[src/rtl/acc_sched_pkg.sv]
// Shared types and default sizing for the two-requester running-sum arbiter.
package acc_sched_pkg;

  localparam int DEF_WIDTH = 8;
  localparam int DEF_LIM_W = 5;

  typedef enum logic [1:0] {
    IDLE  = 2'd0,
    LOAD  = 2'd1,
    ACCUM = 2'd2,
    WRITE = 2'd3
  } state_t;

  typedef enum logic {
    OWN_A = 1'b0,
    OWN_B = 1'b1
  } owner_t;

endpackage

[src/rtl/acc_sum_arbiter_if.sv]
// Request/grant/result bundle between the two requesters and the sum arbiter.
interface acc_sum_arbiter_if
  import acc_sched_pkg::*;
#(
  parameter int WIDTH = DEF_WIDTH,
  parameter int LIM_W = DEF_LIM_W
);

  logic             req_a;
  logic [LIM_W-1:0] lim_a;
  logic             req_b;
  logic [LIM_W-1:0] lim_b;
  logic             gnt_a;
  logic             gnt_b;
  logic             done_a;
  logic             done_b;
  logic [WIDTH-1:0] res_a;
  logic [WIDTH-1:0] res_b;
  logic             busy;

  modport master (
    output req_a, lim_a, req_b, lim_b,
    input  gnt_a, gnt_b, done_a, done_b, res_a, res_b, busy
  );

  modport slave (
    input  req_a, lim_a, req_b, lim_b,
    output gnt_a, gnt_b, done_a, done_b, res_a, res_b, busy
  );

endinterface

[src/rtl/acc_datapath.sv]
// Shared counter / W accumulator / adder; sequenced by the arbiter FSM.
module acc_datapath #(
  parameter int WIDTH = 8
) (
  input  logic             clk,
  input  logic             reset,
  input  logic             clr,
  input  logic             cnt_en,
  input  logic             load_w,
  output logic [WIDTH-1:0] count,
  output logic [WIDTH-1:0] w,
  output logic [WIDTH-1:0] sum
);

  logic [WIDTH-1:0] count_reg;
  logic [WIDTH-1:0] w_reg;

  assign sum   = count_reg + WIDTH'(1) + w_reg;
  assign count = count_reg;
  assign w     = w_reg;

  always_ff @(negedge clk or posedge reset) begin
    if (reset) begin
      count_reg <= '0;
      w_reg     <= '0;
    end else if (clr) begin
      count_reg <= '0;
      w_reg     <= '0;
    end else begin
      if (cnt_en) count_reg <= count_reg + WIDTH'(1);
      if (load_w) w_reg <= sum;
    end
  end

endmodule

[src/rtl/acc_sum_arbiter.sv]
// Round-robin arbiter sharing one running-sum datapath between requesters A and B.
module acc_sum_arbiter
  import acc_sched_pkg::*;
#(
  parameter int WIDTH = DEF_WIDTH,
  parameter int LIM_W = DEF_LIM_W
) (
  input logic             clk,
  input logic             reset,
  acc_sum_arbiter_if.slave bus
);

  state_t           state_reg, state_next;
  owner_t           owner_reg, owner_next;
  logic [LIM_W-1:0] lim_reg, lim_next;
  logic             prio_b_reg, prio_b_next;
  logic             gnt_a_reg, gnt_a_next;
  logic             gnt_b_reg, gnt_b_next;
  logic             done_a_reg, done_a_next;
  logic             done_b_reg, done_b_next;
  logic [WIDTH-1:0] res_a_reg, res_a_next;
  logic [WIDTH-1:0] res_b_reg, res_b_next;

  logic             clr, cnt_en, load_w;
  logic [WIDTH-1:0] count, w, sum;

  acc_datapath #(.WIDTH(WIDTH)) u_datapath (
    .clk    (clk),
    .reset  (reset),
    .clr    (clr),
    .cnt_en (cnt_en),
    .load_w (load_w),
    .count  (count),
    .w      (w),
    .sum    (sum)
  );

  always_ff @(negedge clk or posedge reset) begin
    if (reset) begin
      state_reg  <= IDLE;
      owner_reg  <= OWN_A;
      lim_reg    <= '0;
      prio_b_reg <= 1'b0;
      gnt_a_reg  <= 1'b0;
      gnt_b_reg  <= 1'b0;
      done_a_reg <= 1'b0;
      done_b_reg <= 1'b0;
      res_a_reg  <= '0;
      res_b_reg  <= '0;
    end else begin
      state_reg  <= state_next;
      owner_reg  <= owner_next;
      lim_reg    <= lim_next;
      prio_b_reg <= prio_b_next;
      gnt_a_reg  <= gnt_a_next;
      gnt_b_reg  <= gnt_b_next;
      done_a_reg <= done_a_next;
      done_b_reg <= done_b_next;
      res_a_reg  <= res_a_next;
      res_b_reg  <= res_b_next;
    end
  end

  always_comb begin
    state_next  = state_reg;
    owner_next  = owner_reg;
    lim_next    = lim_reg;
    prio_b_next = prio_b_reg;
    gnt_a_next  = 1'b0;
    gnt_b_next  = 1'b0;
    done_a_next = 1'b0;
    done_b_next = 1'b0;
    res_a_next  = res_a_reg;
    res_b_next  = res_b_reg;
    clr         = 1'b0;
    cnt_en      = 1'b0;
    load_w      = 1'b0;
    case (state_reg)
      IDLE: begin
        if (bus.req_a || bus.req_b) begin
          // prio_b_reg set means A was granted last, so B wins a tie
          if (bus.req_a && (!bus.req_b || !prio_b_reg)) begin
            owner_next  = OWN_A;
            lim_next    = bus.lim_a;
            gnt_a_next  = 1'b1;
            prio_b_next = 1'b1;
          end else begin
            owner_next  = OWN_B;
            lim_next    = bus.lim_b;
            gnt_b_next  = 1'b1;
            prio_b_next = 1'b0;
          end
          state_next = LOAD;
        end
      end
      LOAD: begin
        clr        = 1'b1;
        state_next = (lim_reg == '0) ? WRITE : ACCUM;
      end
      ACCUM: begin
        cnt_en = 1'b1;
        load_w = 1'b1;
        if (count + WIDTH'(1) == WIDTH'(lim_reg)) state_next = WRITE;
      end
      WRITE: begin
        if (owner_reg == OWN_A) begin
          res_a_next  = w;
          done_a_next = 1'b1;
        end else begin
          res_b_next  = w;
          done_b_next = 1'b1;
        end
        state_next = IDLE;
      end
      default: state_next = IDLE;
    endcase
  end

  // Adder consistency, sampled on the idle clock phase when the datapath is settled.
  always @(posedge clk) begin
    if (!reset && load_w) assert (sum == w + count + WIDTH'(1));
  end

  assign bus.gnt_a  = gnt_a_reg;
  assign bus.gnt_b  = gnt_b_reg;
  assign bus.done_a = done_a_reg;
  assign bus.done_b = done_b_reg;
  assign bus.res_a  = res_a_reg;
  assign bus.res_b  = res_b_reg;
  assign bus.busy   = (state_reg != IDLE);

endmodule

[src/flat_wrapper.sv]
// flat-port wrapper written by rule: the top's interface ports become plain ports
module acc_sum_arbiter_flat import acc_sched_pkg::*;
#(
  parameter int WIDTH = DEF_WIDTH,
  parameter int LIM_W = DEF_LIM_W
)
  (clk, reset, bus_req_a, bus_lim_a, bus_req_b, bus_lim_b, bus_gnt_a, bus_gnt_b, bus_done_a, bus_done_b, bus_res_a, bus_res_b, bus_busy);
  acc_sum_arbiter_if #(.WIDTH(WIDTH), .LIM_W(LIM_W)) bus_i ();
  input logic clk;
  input logic reset;
  input wire logic [$bits(bus_i.req_a)-1:0] bus_req_a;
  input wire logic [$bits(bus_i.lim_a)-1:0] bus_lim_a;
  input wire logic [$bits(bus_i.req_b)-1:0] bus_req_b;
  input wire logic [$bits(bus_i.lim_b)-1:0] bus_lim_b;
  output wire logic [$bits(bus_i.gnt_a)-1:0] bus_gnt_a;
  output wire logic [$bits(bus_i.gnt_b)-1:0] bus_gnt_b;
  output wire logic [$bits(bus_i.done_a)-1:0] bus_done_a;
  output wire logic [$bits(bus_i.done_b)-1:0] bus_done_b;
  output wire logic [$bits(bus_i.res_a)-1:0] bus_res_a;
  output wire logic [$bits(bus_i.res_b)-1:0] bus_res_b;
  output wire logic [$bits(bus_i.busy)-1:0] bus_busy;
  assign bus_i.req_a = bus_req_a;
  assign bus_i.lim_a = bus_lim_a;
  assign bus_i.req_b = bus_req_b;
  assign bus_i.lim_b = bus_lim_b;
  assign bus_gnt_a = bus_i.gnt_a;
  assign bus_gnt_b = bus_i.gnt_b;
  assign bus_done_a = bus_i.done_a;
  assign bus_done_b = bus_i.done_b;
  assign bus_res_a = bus_i.res_a;
  assign bus_res_b = bus_i.res_b;
  assign bus_busy = bus_i.busy;
  acc_sum_arbiter #(.WIDTH(WIDTH), .LIM_W(LIM_W)) u_core (.clk(clk), .reset(reset), .bus(bus_i));
endmodule
[config.mk]
export PLATFORM = sky130hd
export DESIGN_NAME = acc_sum_arbiter_flat
export DESIGN_NICKNAME = d
export VERILOG_FILES = /design/src/rtl/acc_sched_pkg.sv /design/src/rtl/acc_sum_arbiter_if.sv /design/src/rtl/acc_datapath.sv /design/src/rtl/acc_sum_arbiter.sv /design/src/flat_wrapper.sv
export SDC_FILE = /design/constraint.sdc
export NUM_CORES = 1
export LEC_CHECK = 0
export BUFFER_PORTS_ARGS = -buffer_cell sky130_fd_sc_hd__buf_2
export CAP_MARGIN = 20
export CORE_ASPECT_RATIO = 1.75
export CORE_MARGIN = 1
export CORE_UTILIZATION = 59
export CTS_BUF_LIST = sky130_fd_sc_hd__clkbuf_4
export CTS_CLUSTER_DIAMETER = 60
export CTS_CLUSTER_SIZE = 25
export DETAILED_ROUTE_END_ITERATION = 8
export PLACE_DENSITY = 0.82
export SLEW_MARGIN = 20
export SYNTH_ARGS = -nofsm -noshare
export SYNTH_HDL_FRONTEND = slang
export SYNTH_HIERARCHICAL = 1
export SYNTH_SLANG_ARGS = --single-unit
[constraint.sdc]
create_clock -name clk -period 3 [get_ports clk]
set_clock_uncertainty 0.15 [all_clocks]
set_input_delay 0.6 -clock clk [delete_from_list [all_inputs] [get_ports clk]]
set_output_delay 0.6 -clock clk [all_outputs]
set_load 0.01 [all_outputs]
Word-level counts from Yosys, hierarchy flattened
Index checks and enable logic that the tools add are counted.
{ "totals": {"register_bits": 45, "inputBits": 14, "elab_cells": 55, "output_inout_bits": 21} }
{ "classes": {"n_eq_ne": 6, "n_bitwise": 1, "muxes": 21, "n_reduce_logical": 13, "addsub": 2} }
{ "op_table": {"columns": ["cell", "count"], "rows": [
  ["$mux W8", 4],
  ["$mux W1", 13],
  ["$add A8 B1 Y8 const B", 1],
  ["$add A8 B8 Y8", 1],
  ["$eq A8 B5 Y1", 1],
  ["$pmux W2 S4", 1],
  ["$reduce_and A2 Y1", 4],
  ["$logic_not A5 Y1", 1],
  ["$mux W5", 1],
  ["$eq A2 B2 Y1 const B", 2],
  ["$mux W2", 2],
  ["$ne A2 B1 Y1 const B", 2],
  ["$reduce_bool A2 Y1", 2],
  ["$eq A2 B1 Y1 const B", 1],
  ["$logic_not A1 Y1", 2],
  ["$logic_not A2 Y1", 1],
  ["$logic_or A1 B1 Y1", 2],
  ["$logic_and A1 B1 Y1", 1],
  ["$not A1 Y1", 1]
]} }

Depth between registers and ports, before layout
{ "depth": {"ltp_word": 6, "depth_mapped": 11, "mapped_depth_nobuf": 10} }

Hierarchy
The synthesis kept the hierarchy.
{ "modules_own_cells": {"columns": ["mod", "cells_per_inst", "area_each_um2", "seq_area_each_um2", "instances"], "rows": [
  ["acc_sum_arbiter", 113, 1383.8, 725.7, 1],
  ["acc_datapath", 125, 1164.9, 400.4, 1]
]} }

==> flow_metrics.env <==
export IMPL_crit_required_ns=2.25
export IMPL_status="complete, but fails checks"
export IMPL_initial_core_util=0.611
export IMPL_diodes=0
export IMPL_nFillCells=321
export IMPL_worstHoldPathCells=1
export IMPL_arrival_ns=2.66
export IMPL_clkPwrFrac=0.129
export IMPL_reg2reg_slack_ns=0.29
export IMPL_grt_pass1_vias=1933
export IMPL_met3_usage=0.0361
export IMPL_hold_path_class="reg -> reg"
export IMPL_relSlewSlack=0.438
export IMPL_routabilityCongestion=0.850
export IMPL_rows=31
export IMPL_layout_drive_gt1_share=0.326
export IMPL_cts_buffers=5
export IMPL_power_density_nw_per_um2=812
export IMPL_syn_instance_count=233
export IMPL_totalWireLength_mm=5.13
export IMPL_setup_violations=21
export IMPL_avgViaCountPerCell=5.78
export IMPL_grt_pass1_wl_mm=8.49
export IMPL_h_tree_depth=2
export IMPL_holdWs_ns=0.296
export IMPL_p_switching_uw=952
export IMPL_ys_warn_count=6
export IMPL_failed_checks="negative setup slack"
export IMPL_cts_sink_count=45
export IMPL_switching_share=0.393
export IMPL_dp_hpwl_mm=3.78
export IMPL_p_int_uw=1470
export IMPL_irDropWorstVdd_v=0.000896
export IMPL_worstSkewPairLatency_ns=0.35
export IMPL_layout_nets=315
export IMPL_cts_hold_buffers_added=0
export IMPL_setup_slack_ns=-0.405
export IMPL_die_height_um=88.3
export IMPL_rsz0062_at_grt="true"
export IMPL_slowest_stage="dfrtn_1"
export IMPL_via_count=1949
export IMPL_seq_power_share=0.372
export IMPL_path_class="reg -> out"
export IMPL_die_x_um=51.3
export IMPL_power_frac_comb=0.499
export IMPL_die_area_um2=4530
export IMPL_clockBufferDepth=2
export IMPL_slowest_delay_ns=0.45
export IMPL_setup_tns_ns=-3.03
export IMPL_syn_area_um2=2510
export IMPL_hold_viol_final=0
export IMPL_antenna_left=0
export IMPL_port_buffers=34
export IMPL_met1_usage=0.255
export IMPL_dr_first_iter_drc_count=65
export IMPL_area_delta_synth_final_pct=18.6
export IMPL_avgSynthCellArea_um2=10.8
export IMPL_path_cells="inv_2 -> ha_4 -> inv_4 -> buf_6"
export IMPL_p_leak_uw=0.00154
export IMPL_wl_per_cell_um=15.2
export IMPL_cp_start_kind="flip-flop"
export IMPL_grt_usage=0.252
export IMPL_overflow=0
export IMPL_path_clk_slew_ns=0.09
export IMPL_root_buffer="clkbuf_4"
export IMPL_grt_use_met2=0.505
export IMPL_core_area_um2=4110
export IMPL_drc=0
export IMPL_slew_viol_final=0
export IMPL_drtPass1Iterations=5
export IMPL_reg2reg_depth=9
export IMPL_crit_path_max_fanout=2
export IMPL_antenna_found_initial=0
export IMPL_busiest_layer="met2"
export IMPL_grt_max_degree=30
export IMPL_mostFrequentLayoutCell="dfrtn_1"
export IMPL_syn_nets=261
export IMPL_cts_tree="yes"
export IMPL_worstMarginPinSlew_ns=0.844
export IMPL_drv_cap=0
export IMPL_io_pins=35
export IMPL_worstSetupEndpointType="output pin"
export IMPL_final_cell_mix="dfrtn_1, buf_2, buf_4, nand2_1"
routing by layer:
metal,part of all wire,vias to the layer above
li1,-,938
met1,0.38,947
met2,0.57,51
met3,0.028,13
met4,0.022,0
met5,0,-
final timing paths:
kind / from / end
worst max-delay path: u_core/state_reg[0] / bus_busy
worst min-delay path: u_core/bus.res_a[7] / u_core/bus.res_a[7]
worst max register to register: u_core/u_datapath/count[1] / u_core/u_datapath/w[7]
worst min register to register: u_core/bus.res_a[7] / u_core/bus.res_a[7]
max in group asynchronous: reset / u_core/bus.res_b[7]
min in group asynchronous: reset / u_core/u_datapath/w[2]
cell type report:
class	count	area, um2	share of cell area
repair buffers	53	334	0.112
flip-flops and latches	45	1130	0.378
clock inverters	3	25.0	0.00840
clock buffers	5	37.5	0.0126
well taps	49	61.3	0.0206
multi-input cells	171	1350	0.454
inverters	11	43.8	0.0147
power groups by stage:
stage | registers [uW] | logic [uW] | clock network [uW]
after CTS | 898 | 1190 | 321
after global placement | 902 | 1090 | 0
after global routing | 920 | 1320 | 347
after detailed placement | 910 | 1140 | 0
after floorplan | 937 | 746 | 0
final | 901 | 1210 | 313
through the flow:
step / power (uW) / std cells / worst slack (ns) / instance area [um2] / util
4_1_cts: 2400 / 335 / -0.403 / 2960 / 0.719
3_3_place_gp: 1990 / 324 / -0.295 / 2870 / 0.697
2_1_floorplan: 1680 / 233 / -0.132 / 2540 / -
6_report: 2420 / 337 / -0.405 / 2980 / 0.725
5_1_grt: 2580 / 337 / -0.446 / 2980 / 0.725
3_5_place_dp: 2050 / 324 / -0.350 / 2870 / 0.697
critical path, delay by kind of cell, from the launching register on:
| family | cells | cell delay [ns] |
|---|---|---|
| adders and majority gates | 1 | 0.17 |
| buffers and inverters | 3 | 0.20 |
| DFF | 1 | 0.45 |
timing repair:
| item | CTS | global route |
|---|---|---|
| buffers inserted | 3 | 2 |
| pin swaps | 0 | 0 |
| setup endpoints to repair | 21 | 23 |
| gates resized for setup | 1 | 3 |
Note: power is estimated with default switching activity, not from simulation.
